`src/rtl/pc_sequencer_pkg.sv`:
```
// Shared definitions for the program-counter sequencer.
// Holds the branch-condition and next-PC-source encodings used by the
// decode logic and the sequencer, plus the default PC / jump-target widths.
package pc_sequencer_pkg;

  localparam int PC_W_DEFAULT  = 30;
  localparam int JTA_W_DEFAULT = 26;

  // Branch condition select. Signed compares use sign^overflow, unsigned
  // compares use carry as a borrow indicator.
  typedef enum logic [2:0] {
    BR_ALWAYS = 3'd0,
    BR_Z      = 3'd1,
    BR_NZ     = 3'd2,
    BR_LT     = 3'd3,
    BR_GE     = 3'd4,
    BR_LTU    = 3'd5,
    BR_GEU    = 3'd6,
    BR_NEVER  = 3'd7
  } brType_e;

  // Next-PC source select.
  typedef enum logic [1:0] {
    PCSEL_INCR   = 2'b00,
    PCSEL_BRANCH = 2'b01,
    PCSEL_REG    = 2'b10,
    PCSEL_RET    = 2'b11
  } pcSel_e;

endpackage

```
`src/rtl/pc_sequencer_branch_cond.sv`:
```
// branch_cond_eval: purely combinational decoder from ALU flags and a
// branch-condition select to a single "branch taken" bit.
// Ports:
//   zFlag, carryFlag, signFlag, overflowFlag : ALU condition flags
//   brType                                   : condition select (brType_e)
//   brTrue                                   : 1 when the condition holds
module branch_cond_eval
  import pc_sequencer_pkg::*;
(
  input  logic       zFlag,
  input  logic       carryFlag,
  input  logic       signFlag,
  input  logic       overflowFlag,
  input  logic [2:0] brType,
  output logic       brTrue
);

  logic signedLess;

  // Signed less-than after a subtract is sign xor overflow.
  assign signedLess = signFlag ^ overflowFlag;

  // Condition table; every encoding is defined so no default path is live.
  always_comb begin
    brTrue = 1'b0;
    case (brType_e'(brType))
      BR_ALWAYS: brTrue = 1'b1;
      BR_Z:      brTrue = zFlag;
      BR_NZ:     brTrue = ~zFlag;
      BR_LT:     brTrue = signedLess;
      BR_GE:     brTrue = ~signedLess;
      BR_LTU:    brTrue = carryFlag;
      BR_GEU:    brTrue = ~carryFlag;
      BR_NEVER:  brTrue = 1'b0;
      default:   brTrue = 1'b0;
    endcase
  end

endmodule

```
`src/rtl/pc_sequencer.sv`:
```
// pc_sequencer: registered program counter with stall handshake and a
// circular hardware return-address stack (RAS).
// Ports:
//   clk, rst_n      : clock, asynchronous active-low reset
//   advance         : 1 = PC/RAS update this cycle, 0 = stall
//   zFlag..overflowFlag, brType : branch condition inputs
//   pcSel           : next-PC source (pcSel_e)
//   isCall          : push pc+1 as return address when advancing
//   register, jta   : register-indirect target, jump-target field
//   pc              : architectural PC (registered)
//   incr_pc, next_pc: pc+1 and the PC taken on an advancing edge
//   ras_empty/full  : RAS occupancy flags
//   ras_underflow   : one-cycle pulse after a return with an empty RAS
module pc_sequencer
  import pc_sequencer_pkg::*;
#(
  parameter int              PC_W      = PC_W_DEFAULT,
  parameter int              JTA_W     = JTA_W_DEFAULT,
  parameter int              RAS_DEPTH = 4,
  parameter logic [PC_W-1:0] RESET_PC  = '0
) (
  input  logic              clk,
  input  logic              rst_n,
  input  logic              advance,
  input  logic              zFlag,
  input  logic              carryFlag,
  input  logic              signFlag,
  input  logic              overflowFlag,
  input  logic [2:0]        brType,
  input  logic [1:0]        pcSel,
  input  logic              isCall,
  input  logic [PC_W-1:0]   register,
  input  logic [JTA_W-1:0]  jta,
  output logic [PC_W-1:0]   pc,
  output logic [PC_W-1:0]   incr_pc,
  output logic [PC_W-1:0]   next_pc,
  output logic              ras_empty,
  output logic              ras_full,
  output logic              ras_underflow
);

  localparam int PTR_W = $clog2(RAS_DEPTH);
  localparam int CNT_W = PTR_W + 1;

  logic              brTrue;
  logic [PC_W-1:0]   branchTarget;
  logic [PC_W-1:0]   rasMem [RAS_DEPTH];
  logic [PTR_W-1:0]  rasPtr;
  logic [PTR_W-1:0]  topIdx;
  logic [CNT_W-1:0]  rasCount;
  logic [PC_W-1:0]   rasTop;
  logic              isRet;

  logic [PTR_W-1:0]  ptrNext;
  logic [CNT_W-1:0]  countNext;
  logic              memWe;
  logic [PTR_W-1:0]  memAddr;
  logic              underflowNext;

  branch_cond_eval uBranchCond (
    .zFlag        (zFlag),
    .carryFlag    (carryFlag),
    .signFlag     (signFlag),
    .overflowFlag (overflowFlag),
    .brType       (brType),
    .brTrue       (brTrue)
  );

  // The pointer addresses the next free slot, so the top entry sits one
  // below it; power-of-two depth makes the subtraction wrap for free.
  assign topIdx       = rasPtr - PTR_W'(1);
  assign rasTop       = rasMem[topIdx];
  assign ras_empty    = (rasCount == '0);
  assign ras_full     = (rasCount == CNT_W'(RAS_DEPTH));
  assign isRet        = (pcSel_e'(pcSel) == PCSEL_RET);

  assign incr_pc      = pc + PC_W'(1);
  assign branchTarget = {pc[PC_W-1:JTA_W], jta};

  // Next-PC mux. A return with an empty stack falls back to the register
  // so software can keep its own return address.
  always_comb begin
    next_pc = incr_pc;
    case (pcSel_e'(pcSel))
      PCSEL_INCR:   next_pc = incr_pc;
      PCSEL_BRANCH: next_pc = brTrue ? branchTarget : incr_pc;
      PCSEL_REG:    next_pc = register;
      PCSEL_RET:    next_pc = ras_empty ? register : rasTop;
      default:      next_pc = incr_pc;
    endcase
  end

  // RAS control. A return combined with a call (tail call through the
  // return path) overwrites the popped top in place, leaving pointer and
  // count alone; if the stack is empty it degrades to a plain push while
  // still flagging the underflow. Plain pushes wrap over the oldest entry
  // once full, so the count saturates rather than the pointer stopping.
  always_comb begin
    ptrNext       = rasPtr;
    countNext     = rasCount;
    memWe         = 1'b0;
    memAddr       = rasPtr;
    underflowNext = 1'b0;
    if (advance) begin
      if (isRet) begin
        if (ras_empty) begin
          underflowNext = 1'b1;
          if (isCall) begin
            memWe     = 1'b1;
            memAddr   = rasPtr;
            ptrNext   = rasPtr + PTR_W'(1);
            countNext = rasCount + CNT_W'(1);
          end
        end else if (isCall) begin
          memWe   = 1'b1;
          memAddr = topIdx;
        end else begin
          ptrNext   = topIdx;
          countNext = rasCount - CNT_W'(1);
        end
      end else if (isCall) begin
        memWe   = 1'b1;
        memAddr = rasPtr;
        ptrNext = rasPtr + PTR_W'(1);
        if (!ras_full) begin
          countNext = rasCount + CNT_W'(1);
        end
      end
    end
  end

  // Architectural state. A stall holds everything but still clears the
  // underflow pulse so it never lasts longer than one cycle.
  always_ff @(posedge clk or negedge rst_n) begin
    if (!rst_n) begin
      pc            <= RESET_PC;
      rasPtr        <= '0;
      rasCount      <= '0;
      ras_underflow <= 1'b0;
    end else begin
      if (advance) begin
        pc <= next_pc;
      end
      rasPtr        <= ptrNext;
      rasCount      <= countNext;
      ras_underflow <= underflowNext;
    end
  end

  // Stack storage needs no reset: entries are only read when the count
  // says they are valid.
  always_ff @(posedge clk) begin
    if (memWe) begin
      rasMem[memAddr] <= incr_pc;
    end
  end

endmodule

```
`config.mk`:
```
export PLATFORM = sky130hd
export DESIGN_NAME = pc_sequencer
export DESIGN_NICKNAME = d
export VERILOG_FILES = /design/src/rtl/pc_sequencer_pkg.sv /design/src/rtl/pc_sequencer_branch_cond.sv /design/src/rtl/pc_sequencer.sv
export SDC_FILE = /design/constraint.sdc
export NUM_CORES = 1
export LEC_CHECK = 0
export BUFFER_PORTS_ARGS = -buffer_cell sky130_fd_sc_hd__buf_2
export CAP_MARGIN = 20
export CELL_PAD_IN_SITES_DETAIL_PLACEMENT = 1
export CELL_PAD_IN_SITES_GLOBAL_PLACEMENT = 1
export CORE_MARGIN = 5
export CORE_UTILIZATION = 40
export CTS_BUF_LIST = sky130_fd_sc_hd__clkbuf_4 sky130_fd_sc_hd__clkbuf_8 sky130_fd_sc_hd__clkbuf_16
export CTS_CLUSTER_DIAMETER = 50
export DETAILED_ROUTE_END_ITERATION = 10
export PLACE_DENSITY_LB_ADDON = 0.1
export SKIP_CTS_REPAIR_TIMING = 1
export SLEW_MARGIN = 20
export SYNTH_ARGS = -nofsm -noshare
export SYNTH_HDL_FRONTEND = slang
export SYNTH_SLANG_ARGS = --single-unit
```
`constraint.sdc`:
```
create_clock -name clk -period 5.35 [get_ports clk]
set_input_delay 1.07 -clock clk [delete_from_list [all_inputs] [get_ports clk]]
set_output_delay 1.07 -clock clk [all_outputs]
set_load 0.005 [all_outputs]
```
* After elaboration in Yosys (flattened, before gate mapping)
Memories as Yosys holds them, arrays and structs flattened. Cells that the tools add are included.
Operators by class: add/subtract/negate cells 5, equality and inequality tests 14, muxes and demuxes 25, bitwise operators 4, reduce and logical (&&, ||, !) cells 6
Operators by type and width (count):
- $pmux 30 s4 | 1
- $mux 30 | 2
- $add 30x1->30 const B | 1
- $mux 3 | 6
- $mux 2 | 8
- $eq 3x3->1 const B | 5
- $pmux 1 s8 | 1
- $mux 1 | 7
- $eq 3x2->1 const B | 2
- $logic_not 3->1 | 2
- $reduce_and 5->1 | 1
- $eq 2x2->1 const B | 2
- $add 3x1->3 const B | 1
- $eq 3x1->1 const B | 1
- $ne 3x3->1 const B | 1
- $not 1->1 | 3
- $sub 3x1->3 const B | 1
- $add 2x1->2 const B | 1
- $eq 2x1->1 const B | 1
- $logic_not 2->1 | 1
- $ne 2x1->1 const B | 1
- $ne 2x2->1 const B | 1
- $reduce_and 2->1 | 1
- $reduce_bool 2->1 | 1
- 2 further kinds | 2
Storage, ports and cells: flip-flop bits (word level) 36, memory bits (writable) 120, input bits 69, memories kept 1
Memories:
- rasMem | depth 4, width 30, read ports 1, clocked after Yosys merged registers in 0, write ports 1, line pc_sequencer.sv:47 | logic [PC_W-1:0] rasMem [RAS_DEPTH];

* Longest topological paths before layout
depth in word-level cells 5, gate-level depth with buffers 11, mapped depth without buffers 8

* Modules after synthesis
From an unflattened synthesis, not the netlist that was laid out.
Unflattened totals: cells, all modules 659, area total of the unflattened synthesis 8101.5 um^2
Modules (own cells, without submodules):
- pc_sequencer | times used 1, cells each 650, area an instance 8040.2 um^2, sequential area each 4504.3 um^2
- branch_cond_eval | times used 1, cells each 9, area an instance 61.3 um^2, sequential area each 0.0 um^2

* Worst setup path before layout
OpenSTA, ideal clock, no wires.
kind input port to flip-flop, start point input pcSel[0], end point memory rasMem[0][0] in the netlist's numbering (enable), arrival time 4.382 ns, slack 0.507 ns, stages 7, path buffers 3, path through buf_2 nand2_1 nor2_1 buf_2 buf_2 xnor2_1 nor3b_1
Between the ends: cells in the longest elaborated chain, start to end 3
Ends and longest elaborated chain:
- from (decl) | line pc_sequencer.sv:30 | input logic [1:0] pcSel,
- $eq 2x2->1 | line pc_sequencer.sv:75 | assign isRet = (pcSel_e'(pcSel) == PCSEL_RET);
- $mux 2 | line pc_sequencer.sv:105 | if (isRet) begin
- $mux 2 | line pc_sequencer.sv:104 | if (advance) begin
- to (decl) | line pc_sequencer.sv:47
No other way between the ends.

* Worst setup path after layout
start point input carryFlag, end point output next_pc[28]
Between the ends: cells in the longest elaborated chain, start to end 4
Ends and longest elaborated chain:
- from (decl) | line pc_sequencer.sv:26 | input logic carryFlag,
- $not 1->1 | line pc_sequencer_branch_cond.sv:33 | BR_GEU: brTrue = ~carryFlag;
- $pmux 1 s8 (*) | line pc_sequencer_branch_cond.sv:26 | case (brType_e'(brType))
- $mux 30 (*) | line pc_sequencer.sv:86 | PCSEL_BRANCH: next_pc = brTrue ? branchTarget : incr_pc;
- $pmux 30 s4 (*) | line pc_sequencer.sv:84 | case (pcSel_e'(pcSel))
- to (decl) | line pc_sequencer.sv:36 | output logic [PC_W-1:0] next_pc,
Every way passes the cells marked *; elsewhere a longest branch is shown, timed or not.

==> results.yml <==
die:
  die_h_um: 150
  num_io_pins: 162
  die_w_um: 150
  core_um2: 19500
  start_util: 0.405
  rows: 51
  die_area_um2: 22600
route:
  drc: 0
  dr_total_vias: 6302
  drt_iter0_drc: 315
  avgViaCountPerCell: 6.01
  routed-wl-met3_mm: 1.74
  wl_met1_mm: 11.1
  wirelength_mm: 26.4
  route.met2.wl_mm: 13.0
  wl_per_cell_um: 25.2
  drtAntennaViolNets: 0
  drt_first_pass_iters: 5
  highest_layer: "met4"
global_route:
  track_usage: 0.238
  grt_pass1_wl_mm: 40.0
  grt_pass1_vias: 6623
  grt_antenna_before_repair: 0
  grt-ovfl-total: 0
  grt_max_degree: 57
yosys:
  syn_inst: 614
  syn_area_um2: 7880
  async_flop_share: 0.231
  synth_cell_types: 65
  synth.avg_cell_area_um2: 12.8
  synth_top_area_cell: "edfxtp_1"
  synth_ff_type: "edfxtp_1"
  synth_edf_count: 120
  synth_seq_area_share: 0.571
  postSynthNetCount: 687
  synth_area_leaders: "edfxtp_1 46%, dfrtp_1 11%, mux4_2 8.6%"
  synth_top_area_share: 0.457
  ys_ff_latch: 156
  ys.warnings.count: 0
clock_tree:
  cts_buffer_depth: 2
  cts_inserted_buffers: 17
  cts_tree: "built"
  clkTransAtPathRegs_ns: 0.07
  htree_levels: 4
  cts.sinks: 156
  cts-root-buf: "clkbuf_16"
  clock_latency_ns: 0.44
layout:
  nets: 844
  multi_input_area_um2: 3180
  register_area_um2: 4510
  fill_cells: 2103
  drive_above_1_share: 0.349
  antennaDiodeCount: 0
  finish.utilization: 0.494
  areaGrowthSynthToFinish_pct: 21.9
  design_area_um2: 9610
sta:
  slew_headroom: 0.392
  finalSetupTns_ns: 0
  hold_viol_final: 0
  worstMarginPinSlew_ns: 0.903
  skew_ns: 0.0111
  finalCriticalPeriod_ns: 4.46
  setup_viol: 0
  rsz0062_at_grt: "no"
  fin_ws_ns: 0.894
  period_share: 0.833
  report.final.slew_viol_count: 0
  max_freq_mhz: 224
critical_path:
  critPathArrivalTime_ns: 3.39
  critPathLaunch: "carryFlag"
  path_buf_inv: 2
  crit_cells: 7
  end_kind: "output pin"
  reg2regPathDepth: 9
  cp_slowest_cell: "o31ai_2"
  critPathCapture: "next_pc[28]"
  r2r_setup_slack_ns: 2.17
  critical_path_class: "in2out"
  rr_startpoint: "rasCount[0]"
  required_ns: 4.28
  crit_chain: "buf_2 > mux2_2 > a22o_1 > o31ai_2 > o21ai_0 > a21o_1 > buf_2"
  critPathMaxFanout: 14
  r2r-end: "rasMem[1][17]"
  cpPeakStageDelay_ns: 0.83
  path_delay_family: "compound AO/OA/AOI/OAI gates"
  cp-start-kind: "primary input"
  cpMostUsedCell: "buf_2"
power_and_ir_drop:
  cellLeakagePower_nw: 3.67
  ir_drop_mv: 0.249
  power_mw: 4.58
  powerDensity_nw_per_um2: 477
placed_design:
  io_buffer_count: 161
  pre_cts_ws_ns: 0.950
  dpl-instance-area_um2: 9010
  gp_congestion: 0.835
  hpwl_mm: 18.7
outcome:
  outcome: "finished, final reports clean"
hold_path:
  hp-class: "reg2reg"
job:
  cap_violations: 0
==> worst reg2reg max path, cell delays in order (launching register included) <==
cell and delay [ns]:
dfrtp_1 0.37, inv_1 0.08, ha_1 0.24, nand2b_1 0.30, inv_2 0.13, nor2_2 0.16, buf_4 0.34, nand3b_1 0.18
a21oi_4 0.70, buf_4 0.36
==> stage by stage <==
step	instances	hold slack (ns)
finish	1049	0.490
global route	1049	0.509
CTS	1049	0.484
detailed placement	1017	0.471
global placement	1017	0.464
floorplan	614	0.446
==> report_power, final <==
part / total [mW] / switching (mW) / internal (mW)
Clock: 1.23 / 0.559 / 0.668
Combinational: 1.50 / 0.819 / 0.682
Sequential: 1.85 / 0.256 / 1.59
Total: 4.58 / 1.64 / 2.94
==> logic make-up after synthesis <==
family | Yosys count | synth area share
compound gates | 165 | 0.151
xor+xnor | 24 | 0.0267
fa+ha+maj | 4 | 0.00635
buf+inv | 56 | 0.0295
flops | 156 | 0.571
mux | 40 | 0.0990
simple gates | 169 | 0.116
==> registers in the layout, indices dropped and copies added, names as in the netlist <==
register	count
rasMem	120
rasCount	3
rasPtr	2
ras_underflow	1
pc	30
==> cell type report <==
| type | instances | share of cell area |
|---|---|---|
| inverters | 18 | 0.00703 |
| clock buffers | 17 | 0.0443 |
| repair buffers | 176 | 0.0971 |
| multi-input cells | 402 | 0.331 |
| clock inverters | 15 | 0.0176 |
| well taps | 265 | 0.0345 |
| flip-flops and latches | 156 | 0.469 |
==> per-layer routing <==
metal,vias up,track usage
met5,-,0
met3,30,0.0476
li1,2752,-
met1,3285,0.315
met2,235,0.397
met4,0,0.0755
==> how the worst min path moves through the flow <==
stage                startpoint     endpoint  cells after the start
floorplan           rasCount[2]  rasCount[2]                      1
global placement    rasCount[2]  rasCount[2]                      1
detailed placement  rasCount[2]  rasCount[2]                      1
CTS                 rasCount[2]  rasCount[2]                      1
global route        rasCount[2]  rasCount[2]                      1
finish              rasCount[2]  rasCount[2]                      1
==> cells in the mapped netlist, types with 3 or more instances <==
library cell and count:
edfxtp_1 120, nand2_1 37, nor2_1 37, dfrtp_1 36, mux4_2 30, o21ai_0 24
a21oi_1 21, clkbuf_1 20, a22o_1 17, a31oi_1 17, inv_1 17, xnor2_1 17
nand3_1 16, buf_2 14, o31a_1 11, nor3_1 10, a22oi_1 9, nand4_1 9
nor4_1 9, or2_2 9, a21o_1 7, and4_1 7, o31ai_1 7, xor2_1 7
and3_1 6, mux2i_1 6, a221o_1 5, a221oi_1 5, o211ai_1 5, o21a_1 5
o21ai_1 5, a211oi_1 4, ha_1 4, mux2_2 4, nor3b_1 4, o32ai_1 4
or2_1 4, and2_1 3, nand2b_1 3, or4_1 3
==> cells in the final DEF, fill, tap and decap left out, types with 19 or more instances in the layout <==
cell      count
a21oi_1      19
buf_2       160
mux4_2       30
nor2_1       36
o21ai_0      24
edfxtp_1    120
nand2_1      37
dfrtp_1      35
Power figures use the tool's default switching activity.
